==> src/rtl/pc_gen.sv <==
// Fetch program-counter generator: IDLE -> RUN -> HALT, with redirect, halt and accepted-fetch count.
// Optional trap redirect port pair is compiled in when PC_GEN_TRAP_EN is defined.
module pc_gen #(
  parameter int          ADDR_W    = 64,
  parameter logic [63:0] RESET_VEC = 64'h0000_0000_8000_0000,
  parameter int          CNT_W     = 64
) (
  input  logic              clk,
  input  logic              rst,
  output logic [ADDR_W-1:0] pc_o,
  output logic              pc_valid_o,
  input  logic              pc_ready_i,
  input  logic              redirect_i,
  input  logic [ADDR_W-1:0] redirect_pc_i,
  input  logic              halt_i,
`ifdef PC_GEN_TRAP_EN
  input  logic              trap_i,
  input  logic [ADDR_W-1:0] trap_pc_i,
`endif
  output logic              halted_o,
  output logic              misalign_o,
  output logic [CNT_W-1:0]  fetch_cnt_o
);

  typedef enum logic [1:0] {
    IDLE,
    RUN,
    HALT
  } state_t;

  state_t              state_q, state_d;
  logic [ADDR_W-1:0]   pc_q, pc_d;
  logic [CNT_W-1:0]    cnt_q, cnt_d;
  logic                misalign_q, misalign_d;
  logic                fire;

  assign pc_valid_o  = (state_q == RUN);
  assign halted_o    = (state_q == HALT);
  assign pc_o        = pc_q;
  assign fetch_cnt_o = cnt_q;
  assign misalign_o  = misalign_q;
  assign fire        = pc_valid_o & pc_ready_i;

  // Later assignments in RUN override earlier ones, which encodes the
  // next-PC priority: trap > redirect > sequential fire > hold.
  always_comb begin
    // NOTE: every output of this block gets a default first, so no path can infer a latch.
    state_d    = state_q;
    pc_d       = pc_q;
    cnt_d      = cnt_q;
    misalign_d = 1'b0;
    case (state_q)
      IDLE: state_d = RUN;
      RUN: begin
        if (fire) begin
          cnt_d = cnt_q + CNT_W'(1);
          pc_d  = pc_q + ADDR_W'(4);
        end
        if (redirect_i) begin
          if (redirect_pc_i[1:0] == 2'b00) pc_d = redirect_pc_i;
          else                             misalign_d = 1'b1;
        end
`ifdef PC_GEN_TRAP_EN
        if (trap_i) begin
          pc_d       = {trap_pc_i[ADDR_W-1:2], 2'b00};
          misalign_d = 1'b0;
        end
`endif
        if (halt_i) state_d = HALT;
      end
      HALT:    state_d = HALT;
      default: state_d = IDLE;
    endcase
  end

  // NOTE: state is updated with non-blocking assignments so every register samples pre-edge values.
  always_ff @(posedge clk) begin
    if (rst) begin
      state_q    <= IDLE;
      pc_q       <= RESET_VEC[ADDR_W-1:0];
      cnt_q      <= '0;
      misalign_q <= 1'b0;
    end else begin
      state_q    <= state_d;
      pc_q       <= pc_d;
      cnt_q      <= cnt_d;
      misalign_q <= misalign_d;
    end
  end

endmodule
==> config.mk <==
export PLATFORM = sky130hd
export DESIGN_NAME = pc_gen
export DESIGN_NICKNAME = d
export VERILOG_FILES = /design/src/rtl/pc_gen.sv
export SDC_FILE = /design/constraint.sdc
export NUM_CORES = 1
export LEC_CHECK = 0
export ABC_CLOCK_PERIOD_IN_PS = 4500
export CAP_MARGIN = 20
export CORE_UTILIZATION = 55
export CTS_BUF_LIST = sky130_fd_sc_hd__clkbuf_8
export CTS_CLUSTER_DIAMETER = 30
export DETAILED_ROUTE_END_ITERATION = 8
export GPL_TIMING_DRIVEN = 1
export PLACE_DENSITY_LB_ADDON = 0.05
export SETUP_SLACK_MARGIN = 0.05
export SKIP_LAST_GASP = 1
export SLEW_MARGIN = 20
export SYNTH_ARGS = -nofsm -noshare
export SYNTH_HDL_FRONTEND = slang
export SYNTH_SLANG_ARGS = --single-unit
==> constraint.sdc <==
create_clock -name clk -period 4.5 [get_ports clk]
set_input_delay 0.675 -clock clk [delete_from_list [all_inputs] [get_ports clk]]
set_output_delay 0.675 -clock clk [all_outputs]
set_load 0.01 [all_outputs]
== Word-level counts from Yosys, hierarchy flattened ==
Index checks and enable logic that the tools add are counted.
Storage, ports and cells
  memories: 0
  register bits: 131
  input port bits: 69
  memory bits (read-only): 0
  RAM bits: 0
  logic and storage cells: 22
  bits in latches: 0
Operators by class
  divide/modulo/power cells: 0
  magnitude comparators: 0
  $mul: 0
  bitwise logic cells: 3
  shift-type cells: 0
  equality and inequality tests: 3
  $add $sub $neg: 2
  reductions and logical operators: 4
  multiplexer cells: 6
Operators with widths (count)
  two-way mux 64 bit: 3
  adder 64 x 1 -> 64 bit (second input constant): 1
  adder 64 x 3 -> 64 bit (second input constant): 1
  one-hot mux 2 bit (3 select lines): 1
  zero test 2 bit: 2
  OR reduction 3 bit: 1
  equality test 2 x 1 -> 1 bit (second input constant): 1
  equality test 2 bit (second input constant): 1
  two-way mux 2 bit: 1
  != test 2 x 1 -> 1 bit (second input constant): 1
  NOT 1 bit: 2
  AND reduction 2 bit: 1
  bitwise AND 1 bit: 1
  two-way mux 1 bit: 1

== Logic depth before layout (Yosys ltp) ==
Gate-level depths: netlist of run 1.
  depth in word-level cells: 5
  depth in mapped cells: 10

== Worst setup path before layout of run 1 ==
Ideal clock, no wire load.
  path kind: register to register
  from: register state_q[1]
  to: register cnt_q[55] (netlist: fetch_cnt_o[55])
  arrival: 2.499 ns
  path buffers: 1
  library setup time: 0.116 ns
  clock period less this slack: 2.615 ns
  setup slack: 1.885 ns
  stages on the path, launching flop included: 9
  data required time: 4.384 ns
  path through: dfxtp_1 -> inv_1 -> ha_1 -> clkbuf_1 -> and4_1 -> or4b_2 -> nor4_1 -> a21oi_1 -> a31o_2
Between the ends
  cells in the longest elaborated chain, start to end: 3
RTL lines
  from (decl): line 31  | state_t state_q, state_d;
  from (signal assigned): line 84  | state_q <= state_d;
  equality test 2 x 1 -> 1 bit (*): line 37  | assign pc_valid_o = (state_q == RUN);
  via pc_valid_o: line 11  | output logic pc_valid_o,
  bitwise AND 1 bit: line 42  | assign fire = pc_valid_o & pc_ready_i;
  AND reduction 2 bit (no line) (*)
  to (signal assigned): line 86  | cnt_q <= cnt_d;
  to (decl): line 33  | logic [CNT_W-1:0] cnt_q, cnt_d;
Mark *: on every way through the listed nets, which the timed path passes. The rest lies on a longest branch.
A chain may end at the register's enable or synchronous reset.

== Worst setup path after layout of run 1 ==
  from: input pc_ready_i
  to: register cnt_q[42] (netlist: fetch_cnt_o[42])
Between the ends
  cells in the longest elaborated chain, start to end: 2
RTL lines
  from (decl): line 12  | input logic pc_ready_i,
  bitwise AND 1 bit: line 42
  AND reduction 2 bit (no line)
No other way between the ends.

==> qor.yml, run 1 <==
outcome:
  status: "finished, final reports clean"
clocking:
  clk_path_buf_depth: 2
  htree_num_levels: 4
  cts_made_buffers: 17
  clkTransAtPathRegs_ns: 0.08
  cts_hold_buf: 0
  tritoncts: "built"
  cts.sinks: 131
  insertion_delay_ns: 0.47
  cts_resized: 0
  root_buffer: "clkbuf_8"
  cts_setup_buffers: 0
route:
  drtIter0Drc: 1131
  ant_nets: 0
  finalWirelength_mm: 25.7
  wl_per_cell_um: 18.8
  drcViolationCount: 0
  first_pass_iters: 5
  via_per_inst: 6.67
  vias: 9154
cells_and_area:
  final_cell_mix: "198 x clkdlybuf4s50_1, 131 x dfxtp_1, 94 x nand2_1"
  final_util_pct: 73.8
  diodes: 0
  final_common_cell: "clkdlybuf4s50_1"
  nNetsFinal: 1254
  drive_gt1_share_pct: 5.53
  area.sequential_um2: 2620
  synthToLayoutAreaGrowth_pct: 30.9
  fill_cells: 1091
  multi_input_area_um2: 4890
yosys:
  yosys_register_bits: 131
  synth_cells: 1026
  synth-main-ff-cell: "dfxtp_1"
  syn-num-nets: 1100
  synth-compound-area-share_pct: 20.6
  netlist_area_um2: 7860
  synth.area.top_cells: "dfxtp_1 33%, nand4_1 5.0%, nand2_1 4.5%, a21oi_1 4.5%, or4_1 4.0%"
  synthMuxAreaShare_pct: 1.29
  yosysUniqueCellTypes: 65
  syn_area_per_cell_um2: 7.66
  ys_seq_area_share_pct: 33.4
  synth_top_family_by_area: "simple AND/OR/NAND/NOR gates"
  yosysWarnings: 0
  synth_edf_count: 0
  yosys.area.top_type: "dfxtp_1"
  synth_top_area_share_pct: 33.4
  async_flop_share_pct: 0
  synth_fa_ha_area_share_pct: 0.796
  synth-xor-area-share_pct: 3.57
  synth-simple-area-share_pct: 35.6
critical_path:
  cp_max_fo: 29
  arrival_ns: 3.44
  timing.rr.start: "fetch_cnt_o[4]"
  crit_type: "input pin to flop"
  r2r_setup_slack_ns: 1.45
  rr_endpoint: "fetch_cnt_o[61]"
  cp-start-kind: "input pin"
  end_kind: "flop"
  required_ns: 4.89
  ff2ff_path_depth: 5
global_routing:
  grt.total_usage_pct: 34.7
  gr-total-overflow: 0
  grt_first_pass_wirelength_mm: 40.7
  antenna_found_initial: 0
  grt_pass1_vias: 7977
  grt_max_degree: 100
sta:
  setup_tns_ns: 0
  rsz0062_at_grt: "no"
  finClkSkew_ns: 0.0103
  max_freq_ghz: 0.327
  final-max-slew-violation-count: 0
  tightestPinTransition_ns: 1.05
  fin_crit_sh_pct: 67.9
  hold_viol: 0
  timing.hold.ws_ns: 0.473
  slew_headroom_pct: 29.6
  layout_min_cycle_time_ns: 3.06
  setup_violations: 0
die:
  die-area_um2: 14800
  core-area_um2: 13900
  chipWidth_um: 122
  num_rows: 43
  io_pins: 200
  initial_core_util_pct: 56.4
  die_y_um: 122
worst_hold_path:
  hold_depth: 1
  worstHoldEndpoint: "pc_o[1]"
  worstHoldStart: "pc_o[1]"
  min_path_type: "flop to flop"
power_and_ir_drop:
  p_clk_share_pct: 30.5
  swShare_pct: 35.3
  intPower_mw: 2.16
  leakagePower_nw: 3.22
  seqPwrFrac_pct: 43.4
  p_sw_mw: 1.18
  combPwrFrac_pct: 26.1
  ir_drop_uv: 237
  power_density_nw_per_um2: 324
place:
  io_buffers: 199
  gp_congestion: 0.980
  hpwl_mm: 17.8
flow_run:
  drv_cap: 0
[power groups by stage]
stage / clock, mW / sequential [mW] / combinational, mW
global route: 1.07 / 1.46 / 0.940
finish: 1.02 / 1.45 / 0.870
floorplan: 0 / 1.43 / 0.471
CTS: 1.02 / 1.44 / 0.862
detailed placement: 0 / 1.47 / 0.855
global placement: 0 / 1.47 / 0.846
[Yosys cell counts, types with 16 or more instances]
| cell type | count |
|---|---|
| inv_1 | 16 |
| or4_1 | 42 |
| o21ai_0 | 30 |
| nor3_1 | 28 |
| nor4_1 | 30 |
| clkbuf_1 | 66 |
| o31ai_1 | 28 |
| and3_1 | 32 |
| and4_1 | 22 |
| nand2_1 | 94 |
| a21oi_1 | 70 |
| a31oi_1 | 19 |
| nor2_1 | 83 |
| nand3_1 | 60 |
| nand4_1 | 63 |
| xnor2_1 | 19 |
| dfxtp_1 | 131 |
| or3_1 | 16 |
[registers in the layout (all words and copies together), names as in the netlist]
signal and count:
misalign_o 1, fetch_cnt_o 64, state_q 2, pc_o 64
[stage by stage]
stage	area (um2)	setup slack [ns]	total power, mW	instances
floorplan	7860	1.88	1.90	1026
global placement	9890	1.08	2.31	1340
detailed placement	9900	1.05	2.32	1341
CTS	10300	1.48	3.32	1373
global route	10300	1.25	3.48	1373
finish	10300	1.44	3.34	1373
[final cells by class]
class                   count  area share, %
clock inverters            15           1.52
flip-flops and latches    131           25.5
repair buffers            214           20.4
well taps                 180           2.19
clock buffers              17           2.27
multi-input cells         800           47.5
inverters                  16          0.584
[worst max path at each step]
stage / startpoint / to / slack (ns)
6_report: pc_ready_i / fetch_cnt_o[42] / 1.44
5_1_grt: pc_ready_i / fetch_cnt_o[42] / 1.25
4_1_cts: fetch_cnt_o[4] / fetch_cnt_o[43] / 1.48
3_5_place_dp: pc_ready_i / fetch_cnt_o[62] / 1.05
3_3_place_gp: pc_ready_i / fetch_cnt_o[58] / 1.08
2_1_floorplan: state_q[1] / fetch_cnt_o[55] / 1.88
[cell families after synthesis]
kind of cell	count (synthesis)
DFF	131
buffers and inverters	95
muxes	10
xor gates and xnor gates	32
AOI/OAI and AO/OA	245
and+or+nand+nor	508
adders and majority gates	5
[metal layers]
metal	vias up	GRT usage, %	part of all wire [%]
li1	4270	-	-
met1	4289	46.4	43
met2	519	54.0	46
met3	76	7.00	8.5
met4	0	15.5	3.1
met5	-	0	0
[worst max-delay path, cell delays in order]
cell	delay (ns)
clkdlybuf4s50_1	0.75
nand3_1	0.27
or4_1	0.96
or4_1	0.63
a21oi_1	0.15
Note: power is estimated with default switching activity, not from simulation.
==> run 2, diff against run 1 <==
- ABC_CLOCK_PERIOD_IN_PS: 4500 -> 3100
- CORE_UTILIZATION: 55 -> 51
- clock period: 4.5 -> 3.1 ns (I/O delays scaled with it)
==> run 2 against run 1 <==
Compared with the run above: count of clock-buffer cells in the layout grew 3; sequential cell count unchanged; wire length up 0.61%; non-clock buffer count is 21 higher; total power up 49%; sequential power increased by 44%.
==> qor.yml, run 2 (synthesis results as in run 1) <==
outcome:
  status: "finished, final reports clean"  # unchanged
critical_path:
  critPathLaunch: "fetch_cnt_o[4]"  # was pc_ready_i
  timing.rr.start: "fetch_cnt_o[4]"  # unchanged
  cp_max_fo: 28  # was 29
  path_cells: "nand4_2 -> or4_1 -> or4b_1 -> buf_4 -> or4_1 -> a21oi_1"  # was clkdlybuf4s50_1 -> nand3_1 -> or4_1 -> or4_1 -> a21oi_1
  cp-start-kind: "flop"  # was input pin
  end_kind: "flop"  # unchanged
  cpPeakStageDelay_ns: 0.61  # was 0.96 ns
  ff2ff_path_depth: 6  # was 5
  cp-endpoint: "fetch_cnt_o[57]"  # was fetch_cnt_o[42]
  r2r_setup_slack_ns: 0.33  # was 1.45 ns
  required_ns: 3.48  # was 4.89 ns
  rr_endpoint: "fetch_cnt_o[57]"  # was fetch_cnt_o[61]
  cp_slowest_cell: "or4_1"  # unchanged
  path_common_cell: "or4_1"  # unchanged
  arrival_ns: 3.14  # was 3.44 ns
  crit_type: "flop to flop"  # was input pin to flop
sta:
  final-max-slew-violation-count: 0  # unchanged
  layout_min_cycle_time_ns: 2.77
  fin_crit_sh_pct: 89.3
  finClkSkew_ns: 0.0140  # was 0.0103 ns
  hold_viol: 0  # unchanged
  rsz0062_at_grt: "no"  # unchanged
  tightestPinTransition_ns: 0.753  # was 1.05 ns
  max_freq_ghz: 0.361
  setup_tns_ns: 0  # unchanged
  slew_headroom_pct: 49.6  # was 29.6%
  setup_violations: 0  # unchanged
  fin_ws_ns: 0.332  # was 1.44 ns
cells_and_area:
  final_cell_mix: "198 x clkdlybuf4s50_1, 131 x dfxtp_1, 94 x nand2_1"  # unchanged
  final_util_pct: 69.4  # was 73.8%
  drive_gt1_share_pct: 7.17  # was 5.53%
  nNetsFinal: 1275  # was 1,254
  design_area_um2: 10500  # was 10,300 um2
  synthToLayoutAreaGrowth_pct: 33.8  # was 30.9%
  final_common_cell: "clkdlybuf4s50_1"  # unchanged
  diodes: 0  # unchanged
global_routing:
  grt.total_usage_pct: 32.2  # was 34.7%
  antenna_found_initial: 0  # unchanged
  gr-usage-met1_pct: 43.2  # was 46.4%
  gr-usage-met3_pct: 5.99  # was 7.00%
  grt_first_pass_wirelength_mm: 41.4  # was 40.7 mm
  grt_pass1_vias: 8058  # was 7,977
  busiest_layer: "met2"  # unchanged
  gr-total-overflow: 0  # unchanged
  grt_max_degree: 103  # was 100
  met2_usage_pct: 51.8  # was 54.0%
clocking:
  clkTransAtPathRegs_ns: 0.08  # about the same
  tritoncts: "built"  # unchanged
  root_buffer: "clkbuf_8"  # unchanged
  cts_setup_buffers: 0  # unchanged
  cts_made_buffers: 17  # unchanged
  htree_num_levels: 4  # unchanged
  insertion_delay_ns: 0.45  # was 0.47 ns
  clk_path_buf_depth: 2  # unchanged
  cts.sinks: 131  # unchanged
  cts_resized: 0  # unchanged
  cts_hold_buf: 0  # unchanged
worst_hold_path:
  min_path_type: "input pin to flop"  # was flop to flop
die:
  chipWidth_um: 126  # was 122 um
  die_y_um: 126  # was 122 um
  num_rows: 45  # was 43
  core-area_um2: 15100  # was 13,900 um2
  initial_core_util_pct: 51.9  # was 56.4%
  die-area_um2: 15900  # was 14,800 um2
  io_pins: 200  # unchanged
place:
  gp_congestion: 0.901  # was 0.980
  placed_area_um2: 10100  # was 9900 um2
  pre_cts_slack_ns: 0.0782  # was 1.05 ns
  io_buffers: 199  # unchanged
  hpwl_mm: 18.2  # was 17.8 mm
route:
  first_pass_iters: 5  # unchanged
  drtIter0Drc: 805  # was 1,131
  wl_per_cell_um: 18.5  # was 18.8 um
  ant_nets: 0  # unchanged
  via_per_inst: 6.53  # was 6.67
  vias: 9143  # was 9,154
  finalWirelength_mm: 25.9  # was 25.7 mm
  drcViolationCount: 0  # unchanged
flow_run:
  drv_cap: 0  # unchanged
power_and_ir_drop:
  leakagePower_nw: 3.35  # was 3.22 nW
  power_density_nw_per_um2: 474  # was 324 nW/um2
  ir_drop_uv: 327  # was 237 uV
## run 2: stage by stage
| step | instances | hold WS [ns] | power [mW] |
|---|---|---|---|
| 2_1_floorplan | 1026 | 0.487 | 2.76 |
| 3_3_place_gp | 1370 | 0.444 | 3.39 |
| 3_5_place_dp | 1370 | 0.448 | 3.40 |
| 4_1_cts | 1401 | 0.400 | 4.96 |
| 5_1_grt | 1401 | 0.418 | 5.19 |
| 6_report | 1401 | 0.413 | 4.98 |
## run 2: worst min-delay path by stage
stage,from,end,slack [ns],depth (start not counted)
floorplan,state_q[1],state_q[1],0.49,2
global placement,pc_o[1],pc_o[1],0.44,1
detailed placement,pc_o[1],pc_o[1],0.45,1
CTS,rst,pc_o[4],0.40,2
global route,rst,pc_o[20],0.42,2
finish,rst,pc_o[4],0.41,2
## run 2: worst max-delay path: cells and delay by family, from the launching register on
family / cells / cell delay, ns
AOI/OAI and AO/OA: 1 / 0.17
DFF: 1 / 0.46
buffers and inverters: 1 / 0.23
and+or+nand+nor: 4 / 1.81
## run 2: routing by layer
metal  share of wire (%)  routed length, um  up-vias
li1                    -                  -     4312
met4                 2.7                687        0
met5                   0                  0        -
met2                  46              11900      481
met1                  43              11100     4289
met3                 8.4               2180       61
## run 2: power breakdown
part	internal [mW]	leakage [nW]	total [mW]	switching (mW)
Clock	0.861	0.212	1.58	0.720
Combinational	0.613	2.07	1.31	0.698
Sequential	1.82	1.06	2.09	0.268
## run 2: area by class of cell
type	count	area, um2
Sequential cell	131	2620
Timing Repair Buffer	235	2280
Clock inverter	11	150
Fill cell	1288	4630
Tap cell	188	235
Clock buffer	20	275
Inverter	16	60.1
Multi-Input combinational cell	800	4890
==> run 3, diff against run 2 <==
- ABC_CLOCK_PERIOD_IN_PS: 3100 -> 2350
- CORE_UTILIZATION: 51 -> 46
- clock period: 3.1 -> 2.35 ns (I/O delays scaled with it)
==> run 3 against run 2 <==
Compared with the run above: the run now ends with setup timing left; critical path depth up 1; fmax increased by 12%; core utilization grew 1.5 points; count of clock-buffer cells in the layout down 3; critical path type unchanged; largest cell class unchanged; largest power group unchanged.
==> qor.yml, run 3 (synthesis results as in run 1) <==
outcome:
  status: "finished with violations"  # was finished, final reports clean
  violations: "setup timing"
sta:
  rsz0062_at_grt: "yes"  # was no
  finClkSkew_ns: 0.0183  # was 0.0140 ns
  layout_min_cycle_time_ns: 2.47  # was 2.77 ns
  hold_viol: 0  # unchanged
  timing.hold.ws_ns: 0.420  # was 0.413 ns
  tightestPinTransition_ns: 0.655  # was 0.753 ns
  max_freq_ghz: 0.404  # was 0.361 GHz
  fin_crit_sh_pct: 105  # was 89.3%
  slew_headroom_pct: 55.9  # was 49.6%
  fin_ws_ns: -0.124  # was 0.332 ns
  setup_tns_ns: -1.01  # was 0 ns
  final-max-slew-violation-count: 0  # unchanged
  setup_violations: 22  # was 0
route:
  ant_nets: 0  # unchanged
  drcViolationCount: 0  # unchanged
  vias: 9679  # was 9,143
  finalWirelength_mm: 28.9  # was 25.9 mm
  first_pass_iters: 5  # unchanged
  wl_per_cell_um: 18.5  # about the same
  via_per_inst: 6.18  # was 6.53
  drtIter0Drc: 912  # was 805
power_and_ir_drop:
  ir_drop_uv: 511  # was 327 uV
  p_total_mw: 6.88  # was 4.98 mW
  power_density_nw_per_um2: 583  # was 474 nW/um2
  intPower_mw: 4.53  # was 3.29 mW
  p_clk_share_pct: 29.2  # was 31.8%
  swShare_pct: 34.1  # was 33.9%
  seqPwrFrac_pct: 38.5  # was 41.9%
  combPwrFrac_pct: 32.3  # was 26.3%
  p_sw_mw: 2.35  # was 1.69 mW
  leakagePower_nw: 4.12  # was 3.35 nW
critical_path:
  cp_top_family: "simple AND/OR/NAND/NOR gates"  # unchanged
  worst-path-buf-inv: 2  # was 1
  cp-endpoint: "fetch_cnt_o[35]"  # was fetch_cnt_o[57]
  required_ns: 2.74  # was 3.48 ns
  critPathLaunch: "fetch_cnt_o[7]"  # was fetch_cnt_o[4]
  end_kind: "flop"  # unchanged
  cp-start-kind: "flop"  # unchanged
  crit_type: "flop to flop"  # unchanged
  path_cells: "nand4_4 -> or4_4 -> or4b_4 -> buf_4 -> buf_16 -> or3_1 -> a21oi_1"  # was nand4_2 -> or4_1 -> or4b_1 -> buf_4 -> or4_1 -> a21oi_1
  cp_max_fo: 13  # was 28
  cp_slowest_cell: "or4b_4"  # was or4_1
  rr_endpoint: "fetch_cnt_o[35]"  # was fetch_cnt_o[57]
  r2r_setup_slack_ns: -0.12  # was 0.33 ns
  cpPeakStageDelay_ns: 0.58  # was 0.61 ns
  ff2ff_path_depth: 7  # was 6
  cp_num_cells: 7  # was 6
  arrival_ns: 2.87  # was 3.14 ns
  timing.rr.start: "fetch_cnt_o[7]"  # was fetch_cnt_o[4]
die:
  chipWidth_um: 133  # was 126 um
  die_y_um: 133  # was 126 um
  io_pins: 200  # unchanged
  core-area_um2: 16600  # was 15,100 um2
  die-area_um2: 17600  # was 15,900 um2
  initial_core_util_pct: 47.2  # was 51.9%
  num_rows: 47  # was 45
cells_and_area:
  nNetsFinal: 1406  # was 1,275
  diodes: 0  # unchanged
  fill_cells: 1406  # was 1,288
  area.sequential_um2: 2690  # was 2620 um2
  fin_cells: 1565  # was 1,401
  final_util_pct: 70.9  # was 69.4%
  final_common_cell: "clkdlybuf4s50_1"  # unchanged
  final_cell_mix: "198 x clkdlybuf4s50_1, 158 x buf_4, 102 x dfxtp_1"  # was 198 x clkdlybuf4s50_1, 131 x dfxtp_1, 94 x nand2_1
  multi_input_area_um2: 5000  # was 4890 um2
  drive_gt1_share_pct: 19.6  # was 7.17%
  design_area_um2: 11800  # was 10,500 um2
  synthToLayoutAreaGrowth_pct: 50.2  # was 33.8%
global_routing:
  grt_first_pass_wirelength_mm: 45.8  # was 41.4 mm
  gr-total-overflow: 0  # unchanged
  grt_pass1_vias: 8938  # was 8,058
  grt_max_degree: 66  # was 103
  grt.total_usage_pct: 32.3  # was 32.2%
  antenna_found_initial: 0  # unchanged
flow_run:
  drv_cap: 0  # unchanged
place:
  pre_cts_slack_ns: -0.381  # was 0.0782 ns
  gp_congestion: 0.923  # was 0.901
  hpwl_mm: 20.7  # was 18.2 mm
  placed_area_um2: 11100  # was 10,100 um2
  dp_cells: 1522  # was 1,370
  io_buffers: 199  # unchanged
clocking:
  cts.sinks: 131  # unchanged
  insertion_delay_ns: 0.46  # was 0.45 ns
  clkTransAtPathRegs_ns: 0.08  # about the same
  clk_path_buf_depth: 2  # unchanged
  cts_hold_buf: 0  # unchanged
  htree_num_levels: 4  # unchanged
  tritoncts: "built"  # unchanged
  cts_made_buffers: 17  # unchanged
  root_buffer: "clkbuf_8"  # unchanged
worst_hold_path:
  min_path_type: "input pin to flop"  # unchanged
[run 3: cell types whose count changed in the layout (fill, tap and decap cells not counted), sizes merged]
| cell | before | now |
|---|---|---|
| clkbuf | 20 | 18 |
| clkinv | 3 | 6 |
| inv | 19 | 20 |
| buf | 37 | 167 |
[run 3: how the worst min path moves through the flow]
stage | startpoint | end | slack, ns | cells after the start
after CTS | rst | pc_o[34] | 0.39 | 3
final | rst | pc_o[22] | 0.42 | 3
after detailed placement | pc_o[0] | pc_o[0] | 0.45 | 1
after global routing | rst | pc_o[24] | 0.41 | 3
after global placement | pc_o[0] | pc_o[0] | 0.45 | 1
after floorplan | state_q[1] | state_q[1] | 0.48 | 2
[run 3: layer usage]
layer | vias to the layer above | global-route usage, % | routed length [um]
met5 | - | 0 | 0
li1 | 4567 | - | -
met4 | 0 | 17.0 | 1100
met2 | 456 | 52.0 | 13500
met3 | 84 | 4.64 | 1860
met1 | 4572 | 41.8 | 12400
[run 3: worst min-delay path, cell delays in order]
cell	delay, ns
buf_4	0.14
buf_4	0.28
a21oi_1	0.06
[run 3: repair_timing]
action                     CTS  global route
setup buffers                2             6
pin swaps                   13            10
cloned                       2             1
resized for setup            9            19
setup endpoints to repair   33            57
[run 3: power by group through the flow]
stage | registers (mW) | logic [mW] | clock network, mW
after floorplan | 2.74 | 0.935 | 0
after global placement | 2.69 | 2.03 | 0
after detailed placement | 2.69 | 2.05 | 0
after CTS | 2.64 | 2.08 | 2.02
after global routing | 2.68 | 2.38 | 2.11
final | 2.65 | 2.22 | 2.01
[run 3: area by class of cell]
type                       instances  share of cell area, %
multi-input combinational        800                   42.4
timing repair buffer             366                   28.6
sequential                       131                   22.8
tap                              220                   2.33
clock buffer                      17                   1.98
clock inverter                    15                   1.42
inverter                          16                  0.509
